$ cat config.mk
export PLATFORM = sky130hd
export DESIGN_NAME = rs232_pkt_ctrl
export DESIGN_NICKNAME = d
export VERILOG_FILES = /design/src/rtl/rs232_pkt_ctrl.sv
export SDC_FILE = /design/constraint.sdc
export NUM_CORES = 1
export LEC_CHECK = 0
export ABC_AREA = 1
export CORE_MARGIN = 3
export CORE_UTILIZATION = 48
export DETAILED_ROUTE_END_ITERATION = 6
export PLACE_DENSITY_LB_ADDON = 0.08
export SYNTH_ARGS = -nofsm -noshare
export SYNTH_HDL_FRONTEND = slang
export SYNTH_SLANG_ARGS = --single-unit
$ cat constraint.sdc
create_clock -name clk -period 1.9 [get_ports clk]
set_clock_uncertainty 0.1 [all_clocks]
set_input_delay 0.19 -clock clk [delete_from_list [all_inputs] [get_ports clk]]
set_output_delay 0.19 -clock clk [all_outputs]
set_load 0.005 [all_outputs]
$ cat src/rtl/rs232_pkt_ctrl.sv
// rtl/rs232_pkt_ctrl.sv - 8-byte RS232 register-access frame decoder with response sender
module rs232_pkt_ctrl #(
    parameter logic [15:0] DEV_ID   = 16'h3032,
    parameter int          TO_BYTES = 20
) (
    input  logic        clk,
    input  logic        rst,
    input  logic [1:0]  buad_setting,
    input  logic [7:0]  rx_data,
    input  logic        rx_valid,
    output logic [7:0]  tx_data,
    output logic        tx_start,
    input  logic        tx_busy,
    output logic        reg_wr_en,
    output logic [2:0]  reg_addr,
    output logic [15:0] reg_wr_data,
    input  logic [15:0] reg_rd_data,
    output logic        pkt_ok,
    output logic        frame_err
);

    typedef enum logic [2:0] {IDLE, RECV, EXEC, SEND, WAIT_TX} state_t;

    state_t      state_q;
    logic [2:0]  idx_q;
    logic [16:0] to_cnt_q;
    logic        cmd_wr_q;
    logic [15:0] data_q;
    logic [2:0]  tx_idx_q;
    logic        wait_first_q;
    logic [7:0]  tx_data_q;
    logic        tx_start_q;
    logic        reg_wr_en_q;
    logic [2:0]  reg_addr_q;
    logic [15:0] reg_wr_data_q;
    logic        pkt_ok_q;
    logic        frame_err_q;

    logic [12:0] baud_cnt;
    logic [16:0] to_limit;
    logic [7:0]  resp_byte;

    assign tx_data     = tx_data_q;
    assign tx_start    = tx_start_q;
    assign reg_wr_en   = reg_wr_en_q;
    assign reg_addr    = reg_addr_q;
    assign reg_wr_data = reg_wr_data_q;
    assign pkt_ok      = pkt_ok_q;
    assign frame_err   = frame_err_q;

    // Clocks per bit at 50 MHz and the resulting inter-byte timeout
    always_comb begin
        case (buad_setting)
            2'd0:    baud_cnt = 13'd5208;
            2'd1:    baud_cnt = 13'd2604;
            default: baud_cnt = 13'd1302;
        endcase
        to_limit = 17'(32'(TO_BYTES) * 32'(baud_cnt));
    end

    // Response byte selected by the transmit index
    always_comb begin
        case (tx_idx_q)
            3'd0:    resp_byte = 8'h02;
            3'd1:    resp_byte = DEV_ID[15:8];
            3'd2:    resp_byte = DEV_ID[7:0];
            3'd3:    resp_byte = cmd_wr_q ? 8'h06 : 8'h00;
            3'd4:    resp_byte = {5'b0, reg_addr_q};
            3'd5:    resp_byte = data_q[15:8];
            3'd6:    resp_byte = data_q[7:0];
            default: resp_byte = 8'h03;
        endcase
    end

    // Frame receive, execute and response FSM with registered outputs
    always_ff @(posedge clk or negedge rst) begin
        if (!rst) begin
            state_q       <= IDLE;
            idx_q         <= 3'd0;
            to_cnt_q      <= 17'd0;
            cmd_wr_q      <= 1'b0;
            data_q        <= 16'h0000;
            tx_idx_q      <= 3'd0;
            wait_first_q  <= 1'b0;
            tx_data_q     <= 8'h00;
            tx_start_q    <= 1'b0;
            reg_wr_en_q   <= 1'b0;
            reg_addr_q    <= 3'd0;
            reg_wr_data_q <= 16'h0000;
            pkt_ok_q      <= 1'b0;
            frame_err_q   <= 1'b0;
        end else begin
            tx_start_q  <= 1'b0;
            reg_wr_en_q <= 1'b0;
            pkt_ok_q    <= 1'b0;
            frame_err_q <= 1'b0;
            case (state_q)
                IDLE: begin
                    to_cnt_q <= 17'd0;
                    if (rx_valid && rx_data == 8'h02) begin
                        idx_q   <= 3'd1;
                        state_q <= RECV;
                    end
                end
                RECV: begin
                    // A byte arriving on the expiry cycle wins over the timeout
                    if (rx_valid) begin
                        to_cnt_q <= 17'd0;
                        idx_q    <= idx_q + 3'd1;
                        case (idx_q)
                            3'd1: if (rx_data != DEV_ID[15:8]) begin
                                frame_err_q <= 1'b1;
                                state_q     <= IDLE;
                                idx_q       <= 3'd0;
                            end
                            3'd2: if (rx_data != DEV_ID[7:0]) begin
                                frame_err_q <= 1'b1;
                                state_q     <= IDLE;
                                idx_q       <= 3'd0;
                            end
                            3'd3: begin
                                if (rx_data == 8'h30) begin
                                    cmd_wr_q <= 1'b1;
                                end else if (rx_data == 8'h00) begin
                                    cmd_wr_q <= 1'b0;
                                end else begin
                                    frame_err_q <= 1'b1;
                                    state_q     <= IDLE;
                                    idx_q       <= 3'd0;
                                end
                            end
                            3'd4: reg_addr_q     <= rx_data[2:0];
                            3'd5: data_q[15:8]   <= rx_data;
                            3'd6: data_q[7:0]    <= rx_data;
                            3'd7: begin
                                idx_q <= 3'd0;
                                if (rx_data == 8'h03) begin
                                    state_q     <= EXEC;
                                    pkt_ok_q    <= 1'b1;
                                    reg_wr_en_q <= cmd_wr_q;
                                    if (cmd_wr_q) begin
                                        reg_wr_data_q <= data_q;
                                    end
                                end else begin
                                    frame_err_q <= 1'b1;
                                    state_q     <= IDLE;
                                end
                            end
                            default: ;
                        endcase
                    end else if (to_cnt_q == 17'(to_limit - 17'd2)) begin
                        // Fires so frame_err lands exactly to_limit cycles after the last byte cycle
                        frame_err_q <= 1'b1;
                        state_q     <= IDLE;
                        idx_q       <= 3'd0;
                        to_cnt_q    <= 17'd0;
                    end else begin
                        to_cnt_q <= to_cnt_q + 17'd1;
                    end
                end
                EXEC: begin
                    if (!cmd_wr_q) begin
                        data_q <= reg_rd_data;
                    end
                    tx_idx_q <= 3'd0;
                    state_q  <= SEND;
                end
                SEND: begin
                    if (!tx_busy) begin
                        tx_start_q   <= 1'b1;
                        tx_data_q    <= resp_byte;
                        wait_first_q <= 1'b1;
                        state_q      <= WAIT_TX;
                    end
                end
                WAIT_TX: begin
                    // tx_busy only rises the cycle after tx_start, so skip one cycle
                    if (wait_first_q) begin
                        wait_first_q <= 1'b0;
                    end else if (!tx_busy) begin
                        if (tx_idx_q == 3'd7) begin
                            state_q <= IDLE;
                        end else begin
                            tx_idx_q <= tx_idx_q + 3'd1;
                            state_q  <= SEND;
                        end
                    end
                end
                default: state_q <= IDLE;
            endcase
        end
    end

endmodule

==> results of run 1 <==
-- flip-flops by register name, indices dropped and copies added, names as in the netlist, 3 cells and up --
signal       count
data_q          16
idx_q            3
reg_addr         3
reg_wr_data     16
state_q          3
to_cnt_q        17
tx_data          8
tx_idx_q         3
-- what timing repair did --
item / 4_1_cts / 5_1_grt
resized for setup: 0 / 8
setup endpoints to repair: 0 / 35
endpoints found under the hold margin: 75 / 0
hold buffers: 1 / 0
setup buffers: 0 / 3
-- cell type report --
type                       count  area, um2
fill                         748       3075
multi-input combinational    396       2008
sequential                    75       1881
timing repair buffer          84      815.8
inverter                      65      246.5
tap                          105      131.4
clock buffer                   9      123.9
clock inverter                 7      58.81
-- worst max-delay path, stage by stage (launching register included) --
cell,delay (ps)
dfrtp_1,400
inv_1,100
ha_1,260
nand2_1,220
o22ai_1,130
a311oi_1,390
nor2_1,70
-- synth_stat cells, drive strengths merged --
library cell and count:
nand2 175, dfrtp 75, nor2 68, inv 65
o21ai 41, a21oi 28, nand3 27, ha 14
buf 9, nand4 8, o22ai 8, xor2 8
nor3 7, a311oi 2, nand3b 2, or2 2
a31oi 1, clkbuf 1, o2111ai 1, o211ai 1
o221ai 1, o22a 1, xnor2 1
-- cells in the final DEF, fill, tap and decap left out, drive strengths merged, types with 9 or more instances in the layout --
cell and n:
nand2 175, dfrtp 75, inv 68, nor2 68, clkdlybuf4s50 59, o21ai 41
a21oi 28, nand3 27, buf 24, ha 14, clkbuf 9
-- stage by stage --
| step | utilization | setup TNS, ps | cells | hold WS, ps |
|---|---|---|---|---|
| floorplan | - | 0 | 546 | -205.6 |
| global placement | 0.6032 | -1333 | 721 | 156.4 |
| detailed placement | 0.6032 | -2690 | 721 | 157.5 |
| CTS | 0.6263 | 0 | 738 | 296.2 |
| global route | 0.6313 | -22.85 | 741 | 323.8 |
| finish | 0.6313 | 0 | 741 | 280.4 |
-- final timing paths --
kind | endpoint | slack (ps)
max | tx_data[0] | 120
min | reg_wr_en | 280
max reg2reg | tx_data[0] | 120
min reg2reg | tx_data[4] | 390
max in group asynchronous | state_q[0] | 1080
min in group clk | reg_addr[2] | 390
-- logic make-up after synthesis --
| logic type | synth area share |
|---|---|
| adder cells (fa/ha/maj) | 0.04173 |
| AND/OR/NAND/NOR | 0.2903 |
| AO/OA/AOI/OAI | 0.1240 |
| XOR/XNOR | 0.01878 |
| flip-flops | 0.4471 |
| buffers and inverters | 0.07809 |
-- routing by layer --
| metal | global-route usage | wire [um] |
|---|---|---|
| met3 | 0.02945 | 385 |
| met1 | 0.3094 | 5118 |
| met2 | 0.3342 | 4390 |
| met5 | 0 | 0 |
| met4 | 0.07353 | 151 |
-- power groups by stage --
| stage | clock, W | combinational (W) | sequential [W] |
|---|---|---|---|
| 2_1_floorplan | 0 | 0.000617 | 0.00183 |
| 3_3_place_gp | 0 | 0.000899 | 0.00187 |
| 3_5_place_dp | 0 | 0.000920 | 0.00187 |
| 4_1_cts | 0.00117 | 0.000924 | 0.00184 |
| 5_1_grt | 0.00124 | 0.00107 | 0.00187 |
| 6_report | 0.00115 | 0.000939 | 0.00185 |
==> results.json, run 1 <==
{
  "run_status": "completed",
  "critPathCaptureType": "flop",
  "drtIter0Drc": 151,
  "yosys_warnings": 0,
  "vias": 3753,
  "place_hpwl_um": 7611,
  "clk_pin_slew_ps": 90,
  "worst-path-max-fanout": 6,
  "io_pins": 61,
  "drc": 0,
  "min_path_type": "in -> async",
  "clock_latency_ps": 360,
  "slew_viol_final": 0,
  "p_sw_frac": 0.3358,
  "postRouteAntennaNets": 0,
  "vias_per_cell": 5.065,
  "synth_top_cell_by_area": "dfrtp_1",
  "routed_wl_um": 10050,
  "setup-violations-final": 0,
  "clkPwrFrac": 0.292,
  "die_x_um": 99.52,
  "leakage_nw": 2.579,
  "drt_pass1_iterations": 4,
  "cts_tree": "done",
  "final_layout_size_suffix_gt1_frac": 0.1352,
  "p_per_area_nw_per_um2": 746.8,
  "gr-total-overflow": 0,
  "ff2ff_path_depth": 6,
  "grt_pass1_wl_um": 17080,
  "place.gp.congestion": 0.9348,
  "critPathLaunchType": "flop",
  "synth_top_area_frac": 0.4471,
  "ys_seq_area_frac": 0.4471,
  "initial_core_util": 0.5033,
  "place_ws_ps": -196.5,
  "cts_root_buf": "clkbuf_8",
  "finalCritPeriodShare": 0.9394,
  "seq_power_share": 0.470,
  "slew_headroom": 0.7415,
  "grt_pass1_vias": 3634,
  "synthesis.nets": 590,
  "post-route-min-period_ps": 1785,
  "path_class": "reg -> reg",
  "drv_cap": 0,
  "grt_usage": 0.2147,
  "cts.sinks": 75,
  "worstPathArrival_ps": 1920,
  "numPortBuffers": 60,
  "place_area_um2": 5031,
  "tightest_slew_ps": 385.1,
  "synth_seq_cells": 75,
  "numCtsBuffers": 9,
  "clk_path_buf_depth": 2,
  "syn_inst": 546,
  "cp.required_ps": 2030,
  "p_total_w": 0.003932,
  "power.internal_w": 0.002612,
  "core_area_um2": 8341,
  "htreeDepth": 3,
  "die-area_um2": 9903,
  "final_area_um2": 5265,
  "fp-row-count": 33,
  "antenna_cells": 0,
  "postSynthAreaPerCell_um2": 7.688,
  "comb_power_share": 0.239,
  "worst_slack_ps": 115.1,
  "synth_area_um2": 4198,
  "wl_per_cell_um": 13.56,
  "grt_max_degree": 76,
  "ys_top_cells_by_area": "dfrtp_1, nand2_1, inv_1, nor2_1, ha_1",
  "fmax_mhz": 560.3,
  "ys_types": 35,
  "switching_power_w": 0.001320,
  "finalHoldViolations": 0,
  "peakVddDrop_mv": 0.3743,
  "regToRegStartpoint": "tx_idx_q[0]",
  "antenna_found_initial": 0,
  "die_h_um": 99.52,
  "crit_start": "tx_idx_q[0]",
  "area_delta_synth_final_pct": 25.42,
  "nNetsFinal": 675
}
Power figures use the tool's default switching activity.
==> run 2: changes to the inputs <==
--- a/config.mk
+++ b/config.mk
@@ -9,7 +9,7 @@
 export CORE_MARGIN = 3
 export CORE_UTILIZATION = 48
 export DETAILED_ROUTE_END_ITERATION = 6
-export PLACE_DENSITY_LB_ADDON = 0.08
+export PLACE_DENSITY_LB_ADDON = 0.05
 export SYNTH_ARGS = -nofsm -noshare
 export SYNTH_HDL_FRONTEND = slang
 export SYNTH_SLANG_ARGS = --single-unit
==> results.json, run 2 (synthesis results as in run 1) <==
{
  "cts.sinks": 75,
  "regToRegStartpoint": "state_q[2]",
  "rr_endpoint": "data_q[4]",
  "grt_setup_unrepaired": "yes",
  "fp-row-count": 33,
  "cts_tree": "done",
  "initial_core_util": 0.5033,
  "antenna_found_initial": 0,
  "post_cts_buffers": 0,
  "numCtsBuffers": 9,
  "p_per_area_nw_per_um2": 740.6,
  "antenna_cells": 0,
  "gr-total-overflow": 0,
  "path_class": "reg -> reg",
  "slowest_stage": "dfrtp_1",
  "grt_usage": 0.2106,
  "slew_headroom": 0.7319,
  "crit_family": "simple AND/OR/NAND/NOR gates",
  "place_ws_ps": -195.4,
  "path_buf_inv": 1,
  "die_x_um": 99.52,
  "crit_cells": 6,
  "p_total_w": 0.003867,
  "final_layout_size_suffix_gt1_frac": 0.1252,
  "routed_wl_um": 10020,
  "cp.required_ps": 2030,
  "core_area_um2": 8341,
  "largest_reg_flops": 17,
  "top_register": "to_cnt_q",
  "final_cell_mix": "nand2_1, dfrtp_1, inv_1",
  "grt_pass1_vias": 3526,
  "worst-path-max-fanout": 16,
  "vias": 3748,
  "drc": 0,
  "clock_latency_ps": 340,
  "postRouteAntennaNets": 0,
  "finalHoldViolations": 0,
  "fin_cells": 736,
  "area_delta_synth_final_pct": 24.38,
  "finalCritPeriodShare": 0.9334,
  "grt_max_degree": 76,
  "nNetsFinal": 671,
  "critPathCaptureType": "flop",
  "io_pins": 61,
  "critPathLaunchType": "flop",
  "peakVddDrop_mv": 0.3500,
  "worstPathArrival_ps": 1910,
  "run_status": "completed",
  "path_cells": "nor3_4, inv_4, o21ai_2, nand2_4, nor2_1, a21oi_2",
  "slew_viol_final": 0,
  "post-route-min-period_ps": 1773,
  "clk_pin_slew_ps": 90,
  "grt_pass1_wl_um": 16570,
  "drt_pass1_iterations": 4,
  "dp_cells": 720,
  "htreeDepth": 3,
  "die_h_um": 99.52,
  "leakage_nw": 2.560,
  "place_hpwl_um": 7621,
  "ff2ff_path_depth": 6,
  "setup_tns_ps": 0,
  "min_path_type": "in -> async",
  "cts_root_buf": "clkbuf_8",
  "setup-violations-final": 0,
  "r2r_slack_ps": 130,
  "drtIter0Drc": 181,
  "place.gp.congestion": 0.8749,
  "die-area_um2": 9903,
  "final_common_cell": "nand2_1",
  "numPortBuffers": 60,
  "worst_slack_ps": 126.6,
  "drv_cap": 0,
  "wl_per_cell_um": 13.61,
  "cpPeakStageDelay_ps": 490,
  "tightest_slew_ps": 402.2,
  "fmax_mhz": 563.9,
  "vias_per_cell": 5.092,
  "clk_path_buf_depth": 2
}
==> run 2: cell count changes in the layout (fill, tap and decap cells not counted), sizes merged <==
cell	before	now
inv	68	66
clkinvlp	4	3
clkbuf	9	10
clkinv	0	1
buf	24	20
==> run 2: worst reg2reg max path, cell delays in order, from the launching register on <==
cell and delay (ps):
dfrtp_1 490, nor3_4 360, inv_4 110, o21ai_2 100
nand2_4 180, nor2_1 270, a21oi_2 50
==> run 2: final cells by class <==
cell class | instances | area, um2
Multi-Input combinational cell | 396 | 2011
Clock buffer | 10 | 127.6
Tap cell | 105 | 131.4
Fill cell | 758 | 3119
Sequential cell | 75 | 1879
Inverter | 65 | 246.5
Timing Repair Buffer | 80 | 785.8
Clock inverter | 5 | 40.04
==> run 2: metal layers <==
layer,up-vias,GRT usage,share of wire
met5,-,0,0
met4,0,0.05252,0.0090
met3,6,0.04418,0.046
met2,97,0.3259,0.45
met1,1736,0.3039,0.50
li1,1909,-,-
==> run 2: timing repair <==
action                     4_1_cts  5_1_grt
hold buffers                     1        0
setup endpoints to repair        0       38
hold endpoints to repair        75        0
resized for setup                0        8
==> run 2: power breakdown <==
group	switching, W	internal [W]	total [W]
Clock	0.000599	0.000474	0.00107
Combinational	0.000568	0.000377	0.000946
Sequential	0.000108	0.00174	0.00185
==> run 2: how the worst max path moves through the flow <==
| stage | startpoint | endpoint |
|---|---|---|
| 2_1_floorplan | to_cnt_q[0] | idx_q[2] |
| 3_3_place_gp | buad_setting[1] | to_cnt_q[15] |
| 3_5_place_dp | buad_setting[1] | to_cnt_q[13] |
| 4_1_cts | to_cnt_q[0] | to_cnt_q[13] |
| 5_1_grt | idx_q[0] | state_q[0] |
| 6_report | state_q[2] | data_q[4] |
==> run 2: per-stage QoR <==
stage / utilization / cell area (um2) / hold WS (ps)
floorplan: - / 4198 / -205.6
global placement: 0.6023 / 5024 / 156.3
detailed placement: 0.6023 / 5024 / 153.6
CTS: 0.6236 / 5201 / 307.1
global route: 0.6260 / 5221 / 319.5
finish: 0.6260 / 5221 / 275.6
